File: config.mk
export PLATFORM = sky130hd
export DESIGN_NAME = cipher19_core
export DESIGN_NICKNAME = d
export VERILOG_FILES = /design/src/rtl/cipher19_pkg.sv /design/src/rtl/cipher19_round.sv /design/src/rtl/cipher19_core.sv
export SDC_FILE = /design/constraint.sdc
export NUM_CORES = 1
export LEC_CHECK = 0
export ABC_AREA = 1
export CORE_MARGIN = 2
export CORE_UTILIZATION = 39
export CTS_CLUSTER_DIAMETER = 80
export CTS_CLUSTER_SIZE = 28
export DETAILED_ROUTE_END_ITERATION = 7
export PLACE_DENSITY_LB_ADDON = 0.2
export SKIP_CTS_REPAIR_TIMING = 1
export SLEW_MARGIN = 0
export SYNTH_ARGS = -nofsm -noshare
export SYNTH_HDL_FRONTEND = slang
export SYNTH_HIERARCHICAL = 1
export SYNTH_SLANG_ARGS = --single-unit
File: constraint.sdc
create_clock -name clk -period 1.1 [get_ports clk]
set_clock_uncertainty 0.15 [all_clocks]
set_input_delay 0.22 -clock clk [delete_from_list [all_inputs] [get_ports clk]]
set_output_delay 0.22 -clock clk [all_outputs]
set_load 0.05 [all_outputs]
File: src/rtl/cipher19_pkg.sv
// Shared types, default constants and rotate helpers for the 19-bit word cipher.
package cipher19_pkg;

  localparam int unsigned W = 19;

  typedef logic [W-1:0] word_t;

  typedef enum logic {
    ENC = 1'b0,
    DEC = 1'b1
  } mode_e;

  localparam word_t       KEY_DEFAULT  = 19'h05555;
  localparam int unsigned ROT_DEFAULT  = 3;
  localparam word_t       ADDC_DEFAULT = 19'h00011;

  // The upper half of the doubled word shifted left is the left rotation.
  function automatic word_t rotl19(input word_t x, input int unsigned r);
    logic [2*W-1:0] d;
    d = {x, x} << r;
    return d[2*W-1:W];
  endfunction

  function automatic word_t rotr19(input word_t x, input int unsigned r);
    logic [2*W-1:0] d;
    d = {x, x} >> r;
    return d[W-1:0];
  endfunction

endpackage

File: src/rtl/cipher19_round.sv
// One combinational cipher round; mode selects the forward or the exact inverse transform.
module cipher19_round
  import cipher19_pkg::*;
#(
  parameter int unsigned ROT  = ROT_DEFAULT,
  parameter word_t       ADDC = ADDC_DEFAULT
) (
  input  logic         mode,
  input  logic [W-1:0] key,
  input  logic [W-1:0] data,
  output logic [W-1:0] result
);

  word_t enc_t;
  word_t dec_t;

  always_comb begin
    enc_t  = rotl19(data ^ key, ROT);
    dec_t  = rotr19(data - ADDC, ROT);
    result = (mode == DEC) ? (dec_t ^ key) : (enc_t + ADDC);
  end

endmodule

File: src/rtl/cipher19_core.sv
// Pipelined keyed 19-bit word cipher, one round per register stage.
// Optional runtime key register enabled by defining CIPHER_KEY_LOAD_EN.
module cipher19_core
  import cipher19_pkg::*;
#(
  parameter int unsigned ROUNDS = 1,
  parameter word_t       KEY    = KEY_DEFAULT,
  parameter int unsigned ROT    = ROT_DEFAULT,
  parameter word_t       ADDC   = ADDC_DEFAULT
) (
  input  logic         clk,
  input  logic         rst,
  input  logic         in_valid,
  input  logic         in_mode,
  input  logic [W-1:0] in_data,
  output logic         out_valid,
  output logic         out_mode,
  output logic [W-1:0] out_data
`ifdef CIPHER_KEY_LOAD_EN
  ,
  input  logic         key_we,
  input  logic [W-1:0] key_in
`endif
);

  word_t key_cur;

`ifdef CIPHER_KEY_LOAD_EN
  word_t key_q;

  always_ff @(posedge clk or posedge rst) begin
    if (rst) begin
      key_q <= KEY;
    end else if (key_we) begin
      key_q <= key_in;
    end
  end

  assign key_cur = key_q;
`else
  assign key_cur = KEY;
`endif

  for (genvar g = 0; g < ROUNDS; g++) begin : g_stage
    logic  src_valid;
    mode_e src_mode;
    word_t src_data;
    word_t src_key;
    word_t rnd;

    logic  valid_q;
    mode_e mode_q;
    word_t data_q;

    if (g == 0) begin : g_src
      assign src_valid = in_valid;
      assign src_mode  = mode_e'(in_mode);
      assign src_data  = in_data;
      assign src_key   = key_cur;
    end else begin : g_src
      assign src_valid = g_stage[g-1].valid_q;
      assign src_mode  = g_stage[g-1].mode_q;
      assign src_data  = g_stage[g-1].data_q;
      assign src_key   = g_stage[g-1].g_key.key_q;
    end

    cipher19_round #(
      .ROT (ROT),
      .ADDC(ADDC)
    ) u_round (
      .mode  (src_mode),
      .key   (src_key),
      .data  (src_data),
      .result(rnd)
    );

    // Bubbles only advance valid; payload registers keep their last word.
    always_ff @(posedge clk or posedge rst) begin
      if (rst) begin
        valid_q <= 1'b0;
        mode_q  <= ENC;
        data_q  <= '0;
      end else begin
        valid_q <= src_valid;
        if (src_valid) begin
          mode_q <= src_mode;
          data_q <= rnd;
        end
      end
    end

    // The last stage has no successor, so its key copy would be dead.
    if (g + 1 < ROUNDS) begin : g_key
      word_t key_q;

      always_ff @(posedge clk or posedge rst) begin
        if (rst) begin
          key_q <= '0;
        end else if (src_valid) begin
          key_q <= src_key;
        end
      end
    end
  end

  assign out_valid = g_stage[ROUNDS-1].valid_q;
  assign out_mode  = g_stage[ROUNDS-1].mode_q;
  assign out_data  = g_stage[ROUNDS-1].data_q;

endmodule

==> summary.txt <==
Reg2Reg Setup Slack = 0.18 ns
Vias per inst = 4.62
Share of the core filled with cells = 75.7%
Seq/Total Area, Yosys = 21.3%
Num CTS Buffers = 3
Io pins = 44
Worst-path clk slew = 0.07 ns
Post-DRT Antenna Nets = 0
RSZ-0062 raised after global routing = true
Initial antenna violation count = 0
Total grt overflow = 0
Diode count = 0
Final Setup Violations = 40
Routed wire per std cell = 12.1 um
Fraction of registers with async set/reset = 100%
Share of cells above drive strength 1 = 42.0%
CTS tree = built
Critical path buffer and inverter count = 5
Final worst slack = -0.347 ns
Gp weighted congestion = 0.896
Vias post-DR = 3,069
Number of global-route vias before repair = 2,754
Htree depth = 1
Sink Count = 21
# nets final = 616
Start point of the critical path = in_data[1]
Critical path's top delay family = buffers and inverters
Final Cycle Share = 132%
TritonRoute pass-1 iters = 4
Average cell area after synthesis = 6.06 sq um
Synth cell types = 35
DP Cell Count = 637
Main flop type after synthesis = dfrtp_1
Worst setup path category = primary input to flip-flop
CP arrival = 1.45 ns
Hold Path Origin = in_mode
Synth-to-layout area growth = 85.3%
Clk Tree Root Cell = clkbuf_8
Final Hold Vio Count = 0
Critical Path RT = 1.11 ns
Crit end category = flip-flop
Syn Std Cell Area = 2460 sq um
Setup TNS = -7.19 ns
Fillers = 469
I/O Buffers = 43
CTS max path bufs = 2
Final Max Tran Viols = 0
Drt drc = 0
WHS Endpoint = out_mode
Chip height = 83.5 um
Worst path max stage delay = 0.20 ns
Reg2Reg Depth = 3
Worst Hold Class = primary input to flip-flop
Initial core utilization = 40.9%
Cells after synthesis = 406
CP max stage cell = a31o_2
Worst Hold Depth = 3
EDFF count, synth = 0
Reg-to-reg startpoint = out_data[4]
Die width = 83.5 um
Clk_lat worst skew = 0.26 ns
Failing checks = negative setup slack
Worst setup SP type = primary input
Syn. warnings = 6
Commonest cells after routing, fill and taps aside = nand2_1 (135), buf_4 (91), conb_1 (52), inv_1 (36)
Commonest non-fill, non-tap cell in the layout = nand2_1
Starting DRT DRC Count = 168
Number of synthesized register bits = 21
Reg2reg end = out_data[4]
Most used cell, CP = nand2_1
P_leak = 2.43 nW
Global Route Usage Sum = 21.1%
Detailed placement HPWL = 6110 um
Routed Wire Length = 8030 um
F_max = 691 MHz
Largest net degree at the start of global routing = 22
Core area = 6030 sq um
Multi-input logic area = 2280 sq um
Cell Rows = 28
Max Cap Violations = 0
Power Density = 834 nW/um^2
Register area = 526 sq um
Worst Path Max Fanout = 3
Post-route non-filler standard cell count = 665
Outcome = complete, but fails checks
Die area = 6970 sq um
Peak supply drop = 0.835 mV
First-pass GRT wire length = 12,300 um
Final min period = 1.45 ns
Cell Chain, Critical Path = clkbuf_2 > buf_6 > inv_12 > ha_4 > nand3_4 > nand2_4 > buf_4 > nand2_2 > inv_1 > a31o_2 > nand3_1 > nand2_1 > nand2_1 > nand2_1
-- power by group --
group / switching, W / internal [W] / total [W]
Sequential: 0.000112 / 0.000872 / 0.000985
Clock: 0.000231 / 0.000258 / 0.000489
Combinational: 0.00123 / 0.00110 / 0.00233
-- tightest hold or removal path, cell delays in order --
cell            delay (ns)
dlymetal6s2s_1        0.16
nand2_1               0.07
nand2_1               0.06
-- metal layers --
layer / part of all wire [%] / up-vias / wire (um) / track usage [%]
met4: 1.9 / 0 / 153 / 5.28
li1: - / 1564 / - / -
met2: 50 / 101 / 4000 / 37.2
met5: 0 / - / 0 / 0
met3: 4.4 / 13 / 356 / 1.29
met1: 44 / 1391 / 3520 / 28.3
-- logic make-up (layout without fill, tap and decap cells) --
group	count (synthesis)	count (layout)	synth area share, %
and+or+nand+nor	259	259	48.6
AOI/OAI and AO/OA	26	26	5.84
xor gates and xnor gates	31	31	11.8
DFF	21	21	21.3
other	2	52	0.305
buffers and inverters	65	199	11.1
adders and majority gates	2	2	1.02
-- synth_stat cells, drive strengths merged (2+ instances only) --
cell type / instances / area, sq um
inv: 57 / 214
nand3: 38 / 213
clkbuf: 3 / 11.3
conb: 2 / 7.51
or2: 3 / 18.8
nor2: 31 / 183
dfrtp: 21 / 526
nor3: 5 / 30.0
nand4: 6 / 37.5
nand2: 175 / 707
o21ai: 16 / 83.8
a21oi: 6 / 30.0
buf: 5 / 48.8
ha: 2 / 25.0
xor2: 21 / 184
xnor2: 10 / 106
-- state kept, by name, summed over array words and instances (netlist names) --
name       flops
out_data      19
out_mode       1
out_valid      1
-- area by class of cell --
cell class / instances / area share, %
clock buffer: 4 / 0.987
timing repair buffer: 138 / 30.1
multi-input combinational: 370 / 49.9
sequential: 21 / 11.5
inverter: 57 / 5.51
tap: 75 / 2.06
-- worst max-delay path by stage --
stage / to / slack [ns] / cells after the start
floorplan: out_data[15] / -0.25 / 12
global placement: out_data[18] / -1.10 / 13
detailed placement: out_data[18] / -1.13 / 13
CTS: out_data[18] / -0.85 / 13
global route: out_data[15] / -0.43 / 14
finish: out_data[11] / -0.35 / 14
-- stage by stage --
step	cell area [sq um]	hold slack, ns	setup slack (ns)	total power [W]
3_5_place_dp	4120	0.373	-1.13	0.00308
2_1_floorplan	2890	0.0465	-0.255	0.00207
3_3_place_gp	4120	0.369	-1.10	0.00304
4_1_cts	4160	0.133	-0.851	0.00357
6_report	4560	0.137	-0.347	0.00380
5_1_grt	4560	0.147	-0.431	0.00402
Note: power is estimated with default switching activity, not from simulation.
